===== src/rtl/sisc_pkg.sv =====
// Shared SISC definitions: opcodes, instruction field layout and fetch FSM states.
package sisc_pkg;

  localparam logic [3:0] NOOP   = 4'b0000;
  localparam logic [3:0] ARITH  = 4'b0001;
  localparam logic [3:0] LOGIC  = 4'b0010;
  localparam logic [3:0] SHIFT  = 4'b0011;
  localparam logic [3:0] ROTATE = 4'b0100;
  localparam logic [3:0] LOAD   = 4'b0101;
  localparam logic [3:0] STORE  = 4'b0110;
  localparam logic [3:0] BRA    = 4'b0111;
  localparam logic [3:0] BRR    = 4'b1000;
  localparam logic [3:0] BNE    = 4'b1001;
  localparam logic [3:0] BNR    = 4'b1010;
  localparam logic [3:0] JPA    = 4'b1011;
  localparam logic [3:0] JPR    = 4'b1100;
  localparam logic [3:0] HLT    = 4'b1111;

  localparam logic [3:0] am_imm = 4'b1000;

  localparam int OPCODE_MSB = 31;
  localparam int OPCODE_LSB = 28;
  localparam int MM_MSB     = 27;
  localparam int MM_LSB     = 24;
  localparam int IMM_MSB    = 15;
  localparam int IMM_LSB    = 0;

  typedef enum logic [1:0] {
    F_IDLE = 2'd0,
    F_WAIT = 2'd1,
    F_FULL = 2'd2,
    F_DROP = 2'd3
  } fetch_state_t;

endpackage


===== src/rtl/sisc_pc_next.sv =====
// Next-PC arithmetic: sequential increment, absolute target or PC-relative target.
module sisc_pc_next #(
  parameter int ADDR_W = 16
) (
  input  logic [ADDR_W-1:0] pc,
  input  logic [15:0]       imm,
  input  logic              pc_sel,
  input  logic              br_sel,
  output logic [ADDR_W-1:0] pc_next
);

  logic [ADDR_W-1:0] imm_low;

  // Sign-extending imm and reducing mod 2^ADDR_W leaves exactly its low ADDR_W bits.
  assign imm_low = imm[ADDR_W-1:0];

  always_comb begin
    pc_next = pc + ADDR_W'(1);
    if (pc_sel) begin
      if (br_sel) pc_next = imm_low;
      else        pc_next = pc + imm_low;
    end
  end

endmodule


===== src/rtl/sisc_fetch.sv =====
// SISC instruction fetch: program counter, single-outstanding imem reads and a
// one-word prefetch buffer feeding the instruction register.
//
// state  | meaning
// F_IDLE | nothing outstanding, buffer empty
// F_WAIT | request outstanding, its data is wanted
// F_FULL | buffer holds the word at pc
// F_DROP | stale request outstanding, its data is discarded
module sisc_fetch
  import sisc_pkg::*;
#(
  parameter int ADDR_W  = 16,
  parameter int INSTR_W = 32
) (
  input  logic               clk,
  input  logic               rst,
  input  logic               ir_load,
  input  logic               pc_write,
  input  logic               pc_sel,
  input  logic               br_sel,
  input  logic               pc_rst,
  output logic               imem_req,
  output logic [ADDR_W-1:0]  imem_addr,
  input  logic               imem_valid,
  input  logic [INSTR_W-1:0] imem_rdata,
  output logic               fetch_ready,
  output logic [ADDR_W-1:0]  pc,
  output logic [INSTR_W-1:0] instr,
  output logic [3:0]         opcode,
  output logic [3:0]         mm,
  output logic [15:0]        imm
);

  fetch_state_t       state_q, state_d;
  logic [INSTR_W-1:0] buf_q;
  logic [ADDR_W-1:0]  pc_target, pc_d;
  logic               redirect, load_acc, req_d, buf_we;

  assign opcode = instr[OPCODE_MSB:OPCODE_LSB];
  assign mm     = instr[MM_MSB:MM_LSB];
  assign imm    = instr[IMM_MSB:IMM_LSB];

  assign redirect = pc_rst | (pc_write & pc_sel);
  assign load_acc = ir_load & (state_q == F_FULL);

  sisc_pc_next #(.ADDR_W(ADDR_W)) u_pc_next (
    .pc      (pc),
    .imm     (imm),
    .pc_sel  (pc_sel),
    .br_sel  (br_sel),
    .pc_next (pc_target)
  );

  // A sequential increment only takes effect together with an accepted load.
  always_comb begin
    pc_d = pc;
    if (pc_rst)                               pc_d = '0;
    else if (pc_write && (pc_sel || load_acc)) pc_d = pc_target;
  end

  always_comb begin
    state_d = state_q;
    req_d   = 1'b0;
    buf_we  = 1'b0;
    case (state_q)
      F_IDLE: begin
        if (!redirect) begin
          req_d   = 1'b1;
          state_d = F_WAIT;
        end
      end
      F_WAIT: begin
        if (imem_valid) begin
          buf_we  = !redirect;
          state_d = redirect ? F_IDLE : F_FULL;
        end else if (redirect) begin
          state_d = F_DROP;
        end
      end
      F_FULL: begin
        if (redirect || load_acc) state_d = F_IDLE;
      end
      F_DROP: begin
        if (imem_valid) state_d = F_IDLE;
      end
      default: state_d = F_IDLE;
    endcase
  end

  always_ff @(posedge clk or posedge rst) begin
    if (rst) begin
      state_q     <= F_IDLE;
      pc          <= '0;
      instr       <= '0;
      buf_q       <= '0;
      imem_req    <= 1'b0;
      imem_addr   <= '0;
      fetch_ready <= 1'b0;
    end else begin
      state_q     <= state_d;
      pc          <= pc_d;
      imem_req    <= req_d;
      fetch_ready <= (state_d == F_FULL);
      if (req_d)    imem_addr <= pc;
      if (buf_we)   buf_q     <= imem_rdata;
      if (load_acc) instr     <= buf_q;
    end
  end

endmodule


===== config.mk =====
export PLATFORM = sky130hd
export DESIGN_NAME = sisc_fetch
export DESIGN_NICKNAME = d
export VERILOG_FILES = /design/src/rtl/sisc_pkg.sv /design/src/rtl/sisc_pc_next.sv /design/src/rtl/sisc_fetch.sv
export SDC_FILE = /design/constraint.sdc
export NUM_CORES = 1
export LEC_CHECK = 0
export CAP_MARGIN = 20
export CORE_MARGIN = 1.5
export CORE_UTILIZATION = 40
export CTS_CLUSTER_SIZE = 30
export DETAILED_ROUTE_END_ITERATION = 12
export DONT_BUFFER_PORTS = 1
export SLEW_MARGIN = 20
export SYNTH_ARGS = -nofsm -noshare
export SYNTH_HDL_FRONTEND = slang
export SYNTH_SLANG_ARGS = --single-unit

===== constraint.sdc =====
create_clock -name clk -period 3.8 [get_ports clk]
set_input_delay 0.76 -clock clk [delete_from_list [all_inputs] [get_ports clk]]
set_output_delay 0.76 -clock clk [all_outputs]
set_load 0.02 [all_outputs]

==> Yosys cells after proc, flatten, opt, wreduce, memory -nomap -nowiden <==
Cells that the tools add are included.
{ "totals": {"wordCells": 37, "reg_bits": 100, "inputBits": 40} }
{ "op_classes": {"reduce_logical": 6, "addsub": 2, "eq_ne": 4, "bitwise_logic": 3, "mux": 15} }
{ "ops": {"columns": ["cell", "n"], "rows": [
  ["$mux 16", 4],
  ["$add 16x1->16 const B", 1],
  ["$add 16x16->16", 1],
  ["$mux 2", 6],
  ["$pmux 2 s4", 1],
  ["$eq 2x2->1 const B", 3],
  ["$mux 1", 4],
  ["$and 1x1->1", 2],
  ["$eq 2x1->1 const B", 1],
  ["$logic_not 2->1", 1],
  ["$logic_or 1x1->1", 2],
  ["$reduce_bool 2->1", 1],
  ["$logic_and 1x1->1", 1],
  ["$logic_not 1->1", 1],
  ["$or 1x1->1", 1]
]} }

==> Longest topological paths before layout <==
{ "logic_depth": {"depth_word": 6, "mapped_depth": 9, "depth_no_buf": 9} }

==> Modules after synthesis <==
From an unflattened synthesis, not the netlist that was laid out.
{ "hier_totals": {"cells_unflattened": 439, "hier_area_um2": 5276.3} }
{ "modules_own_cells": {"columns": ["mod", "seq_area_each_um2", "area_per_inst_um2", "n_inst", "cells_per_inst"], "rows": [
  ["sisc_fetch", 2502.4, 3951.3, 1, 248],
  ["sisc_pc_next", 0.0, 1325.0, 1, 191]
]} }

==> Worst setup path after synthesis <==
No wires, ideal clock.
{ "synth_timing": {"path_type": "flip-flop to flip-flop", "start": "reg pc[0]", "end": "reg pc[14]", "arrival_time_ns": 2.340, "required_ns": 3.665, "path_stages_with_launch": 10, "slack_ns": 1.325, "setup_ns": 0.135, "path_cell_list": "dfrtp_1 -> ha_1 -> inv_1 -> fa_1 -> nand2b_1 -> a21o_1 -> a31o_2 -> o311ai_0 -> o2111a_1 -> nor3_1"} }
{ "synth_via": {"elab_chain_len": 5, "elab_cells_between_ends": 6, "cone_classes": "2 x add/sub; 4 x mux"} }
{ "synth_lines": {"columns": ["item", "line", "source"], "rows": [
  ["start, declared", "sisc_fetch.sv:27", "output logic [ADDR_W-1:0] pc,"],
  ["start signal, assigned", "sisc_fetch.sv:101", "pc <= pc_d;"],
  ["$add 16x16->16", "sisc_pc_next.sv:21", "else pc_next = pc + imm_low;"],
  ["$mux 16", "sisc_pc_next.sv:20", "if (br_sel) pc_next = imm_low;"],
  ["$mux 16 (*)", "sisc_pc_next.sv:19", "if (pc_sel) begin"],
  ["$mux 16 (*)", "sisc_fetch.sv:58", "else if (pc_write && (pc_sel || load_acc)) pc_d = pc_target;"],
  ["$mux 16 (*)", "sisc_fetch.sv:57", "if (pc_rst) pc_d = '0;"]
]} }
Every way passes the cells marked *; elsewhere a longest branch is shown, timed or not. The select of a mux whose other input is x is not followed.
A chain may end at the register's enable or synchronous reset.

==> Final worst setup path <==
{ "layout_timing": {"start": "reg instr[0]", "end": "reg pc[14]"} }
{ "layout_via": {"elab_chain_len": 5} }
{ "layout_lines": {"columns": ["item", "line", "source"], "rows": [
  ["start, declared", "sisc_fetch.sv:28", "output logic [INSTR_W-1:0] instr,"],
  ["start signal, assigned", "sisc_fetch.sv:106", "if (load_acc) instr <= buf_q;"],
  ["$add 16x16->16", "sisc_pc_next.sv:21", null],
  ["$mux 16", "sisc_pc_next.sv:20", null],
  ["$mux 16", "sisc_pc_next.sv:19", null],
  ["$mux 16", "sisc_fetch.sv:58", null],
  ["$mux 16", "sisc_fetch.sv:57", null]
]} }
No other way between the ends. The select of a mux whose other input is x is not followed.

==> results.yml <==
floorplan:
  die_x_um: 119
  boundaryPins: 130
  die_h_um: 119
  floorplan_core_area_sq_mm: 0.0131
  start_util_pct: 40.6
  die_area_sq_mm: 0.0141
  floorplan.rows: 42
critical_path:
  cpLargestDelayFamily: "compound AO/OA/AOI/OAI gates"
  critical_path.max_stage_delay_ns: 0.63
  worst_path_class_setup: "reg2reg"
  timing.critical_path.buf_inv: 1
  timing.critical_path.from_type: "flip-flop"
  worstPathRequired_ns: 4.02
  critical_path_arrival_ns: 3.06
  cpMaxStageDelayCell: "sky130_fd_sc_hd__dfrtp_1"
  timing.critical_path.cells: "ha_1, inv_1, fa_1, nand2b_1, a21o_1, a31o_2, o311ai_0, o2111a_1, nor3_1"
  worstReg2RegStart: "instr[0]"
  timing.critical_path.fanout_max: 5
  endpoint_kind_of_the_worst_setup_timing_path: "flip-flop"
  worstSetupStartpoint: "instr[0]"
final_layout:
  most_common_library_cell_in_the_layout_ignoring_fill_and_taps: "sky130_fd_sc_hd__dfrtp_1"
  finalNonFillerCells: 625
  area_growth_syn_to_layout_pct: 5.46
  final_cell_mix: "sky130_fd_sc_hd__dfrtp_1, sky130_fd_sc_hd__mux2_2, sky130_fd_sc_hd__nand2_1"
  final_util_pct: 42.9
  stdcell_area_sq_mm: 0.00563
  post_route_cells_drive_above_1_share_pct: 26.8
  finish.net_count: 500
clock_network:
  cts_root_buf: "sky130_fd_sc_hd__clkbuf_16"
  clkLatencyLatePin_ns: 0.36
  tritoncts_num_sinks: 100
  cts.clk_slew.worst_paths_ns: 0.07
  num_cts_buffers: 9
  ctsLongestPathBuffers: 2
  cts-resized-gates: 0
  cts_setup_buffers: 0
  cts_tree: "built"
  htree_levels: 3
  ctsHoldBuffers: 0
routing:
  drt_pre_antenna_iters: 4
  remaining_drc_errors: 0
  vias: 3581
  routed_via_density: 5.73
  detailedRoute.firstIterationViolations: 123
  detail_route.wl_per_cell_um: 18.8
  post_route_ant_nets: 0
  drt-total-wl_um: 11800
power_and_ir_drop:
  worst_vdd_ir_mv: 0.486
  post_route_total_power_mw: 4.29
  netSwitchingFraction_pct: 40.8
  internal-power_mw: 2.54
  switching_power_mw: 1.75
  pwr-share-comb_pct: 23.8
  p_per_area_mw_per_mm2: 762
  power.clock.fraction_pct: 22.5
  seqPwrFrac_pct: 53.7
  static-leakage-power_nw: 2.47
grt:
  wire_length_of_the_first_global_routing_pass_um: 19000
  grt_antenna_before_repair: 2
  grt_max_degree: 44
  grt-ovfl-total: 0
  number_of_global_route_vias_before_repair: 3521
  gr-usage-all-layers_pct: 17.5
synth:
  synthesis.instances: 471
  yosysWarningCount: 0
  synth_area_sq_mm: 0.00534
  ys_types: 60
  synth_nets: 528
  synth.ff_latch_count: 100
  ys_dominant_reg_cell: "sky130_fd_sc_hd__dfrtp_1"
  number_of_flops_mapped_to_enable_cells_by_yosys: 0
  synth_async_sr_flop_share_pct: 100
  synth.avg_cell_area_sq_um: 11.3
  synth_sequential_area_ratio_pct: 46.9
timing:
  rsz0062_at_grt: "false"
  hold_ws_ns: 0.312
  slew_viols_final: 0
  finalSetupViolations: 0
  finalCritPeriodShare_pct: 74.7
  clock-skew-final_ns: 0.00993
  maxSlewHeadroom_pct: 44.9
  finalSetupTns_ns: 0
  actual_transition_at_the_worst_max_transition_pin_ns: 0.826
  layout_setup_ws_ns: 0.962
  timing_hold_violations_final: 0
  fmaxAchievable_mhz: 352
  post-route-min-period_ns: 2.84
place:
  placed_area_sq_mm: 0.00531
  buffer_ports.inserted: 0
  dp_worst_setup_slack_ns: 0.963
  globalplace.congestion: 0.828
  place.detailed.hpwl_um: 8590
  numPlacedInstances: 608
worst_hold_path:
  path_type_of_the_worst_min_delay_path: "in2async"
flow_run:
  timing.max_cap.violations: 0
outcome:
  status: "finished, final reports clean"
-- per-layer routing --
layer | track usage, % | up-vias | wire length, um
met2 | 26.6 | 146 | 5410
met3 | 6.18 | 16 | 1080
met4 | 6.93 | 2 | 196
li1 | - | 1648 | -
met5 | 0 | - | 10
met1 | 22.8 | 1769 | 5070
-- state kept, by name, indices dropped and copies added, names as in the netlist --
| name | count |
|---|---|
| buf_q | 32 |
| instr | 32 |
| imem_addr | 16 |
| pc | 16 |
| state_q | 2 |
| fetch_ready | 1 |
| imem_req | 1 |
-- worst register-to-register path: stages (launching register included) --
cell and delay (ns):
sky130_fd_sc_hd__dfrtp_1 0.63, sky130_fd_sc_hd__ha_1 0.28, sky130_fd_sc_hd__inv_1 0.06, sky130_fd_sc_hd__fa_1 0.39, sky130_fd_sc_hd__nand2b_1 0.18, sky130_fd_sc_hd__a21o_1 0.18, sky130_fd_sc_hd__a31o_2 0.23, sky130_fd_sc_hd__o311ai_0 0.46
sky130_fd_sc_hd__o2111a_1 0.24, sky130_fd_sc_hd__nor3_1 0.04
-- worst paths after layout --
path,endpoint,slack [ns],depth (start not counted)
min in group clk,pc[7],0.45,1
worst min-delay path,buf_q[16],0.31,1
worst min register to register,buf_q[24],0.50,1
max in group asynchronous,imem_addr[2],2.68,2
worst max-delay path,pc[14],0.96,9
worst max register to register,pc[14],0.96,9
-- Yosys cell counts (2+ instances only) --
cell,count,area [sq um]
sky130_fd_sc_hd__nor2_1,26,97.6
sky130_fd_sc_hd__nor3_1,7,35.0
sky130_fd_sc_hd__o221ai_1,4,35.0
sky130_fd_sc_hd__a211oi_1,4,30.0
sky130_fd_sc_hd__mux2i_1,5,50.1
sky130_fd_sc_hd__o21ai_0,15,75.1
sky130_fd_sc_hd__a21oi_1,24,120
sky130_fd_sc_hd__ha_1,16,200
sky130_fd_sc_hd__inv_1,10,37.5
sky130_fd_sc_hd__or3_1,5,31.3
sky130_fd_sc_hd__xor2_1,6,52.6
sky130_fd_sc_hd__nand2b_1,6,37.5
sky130_fd_sc_hd__mux2_2,84,946
sky130_fd_sc_hd__nor3_2,2,20.0
sky130_fd_sc_hd__clkbuf_2,2,10.0
sky130_fd_sc_hd__and3_1,3,18.8
sky130_fd_sc_hd__a221oi_1,4,35.0
sky130_fd_sc_hd__nand3_1,8,40.0
sky130_fd_sc_hd__buf_4,30,225
sky130_fd_sc_hd__clkbuf_1,8,30.0
sky130_fd_sc_hd__nand3b_1,2,15.0
sky130_fd_sc_hd__xnor2_1,4,35.0
sky130_fd_sc_hd__nor2b_1,5,31.3
sky130_fd_sc_hd__o311ai_0,2,17.5
sky130_fd_sc_hd__nand4_1,8,50.1
sky130_fd_sc_hd__a21boi_0,2,15.0
sky130_fd_sc_hd__dfrtp_1,100,2500
sky130_fd_sc_hd__o21a_1,3,22.5
sky130_fd_sc_hd__o211ai_1,2,15.0
sky130_fd_sc_hd__a21o_1,5,37.5
sky130_fd_sc_hd__nand2_1,28,105
sky130_fd_sc_hd__nor4_1,3,18.8
sky130_fd_sc_hd__buf_2,2,10.0
sky130_fd_sc_hd__a2bb2oi_1,2,17.5
sky130_fd_sc_hd__or2_2,2,12.5
sky130_fd_sc_hd__a211o_1,4,35.0
sky130_fd_sc_hd__and2_1,4,25.0
sky130_fd_sc_hd__o22ai_1,2,12.5
-- area by class of cell --
cell class	instances	area (sq um)
fill	1252	7510
multi-input combinational	318	2520
sequential	100	2500
clock buffer	9	225
tap	176	220
clock inverter	7	92.6
inverter	11	43.8
timing repair buffer	3	22.5
antenna	1	2.50
-- logic make-up (layout without fill, tap and decap cells) --
kind of cell / count (synthesis) / after routing / share of synthesized area [%]
other: 0 / 1 / 0
multiplexers: 89 / 89 / 18.7
AND/OR/NAND/NOR: 116 / 116 / 11.6
AO/OA/AOI/OAI: 86 / 86 / 11.2
flip-flops: 100 / 100 / 46.9
adder cells (fa/ha/maj): 17 / 17 / 4.12
buffers and inverters: 53 / 30 / 5.93
XOR/XNOR: 10 / 10 / 1.64
-- power groups by stage --
stage	Combinational, mW	Clock (mW)	Sequential [mW]
2_1_floorplan	1.22	0	2.01
3_3_place_gp	0.992	0	2.33
3_5_place_dp	1.03	0	2.34
4_1_cts	1.03	1.00	2.32
5_1_grt	1.14	1.03	2.38
6_report	1.02	0.965	2.31
(Power assumes the default switching activity.)
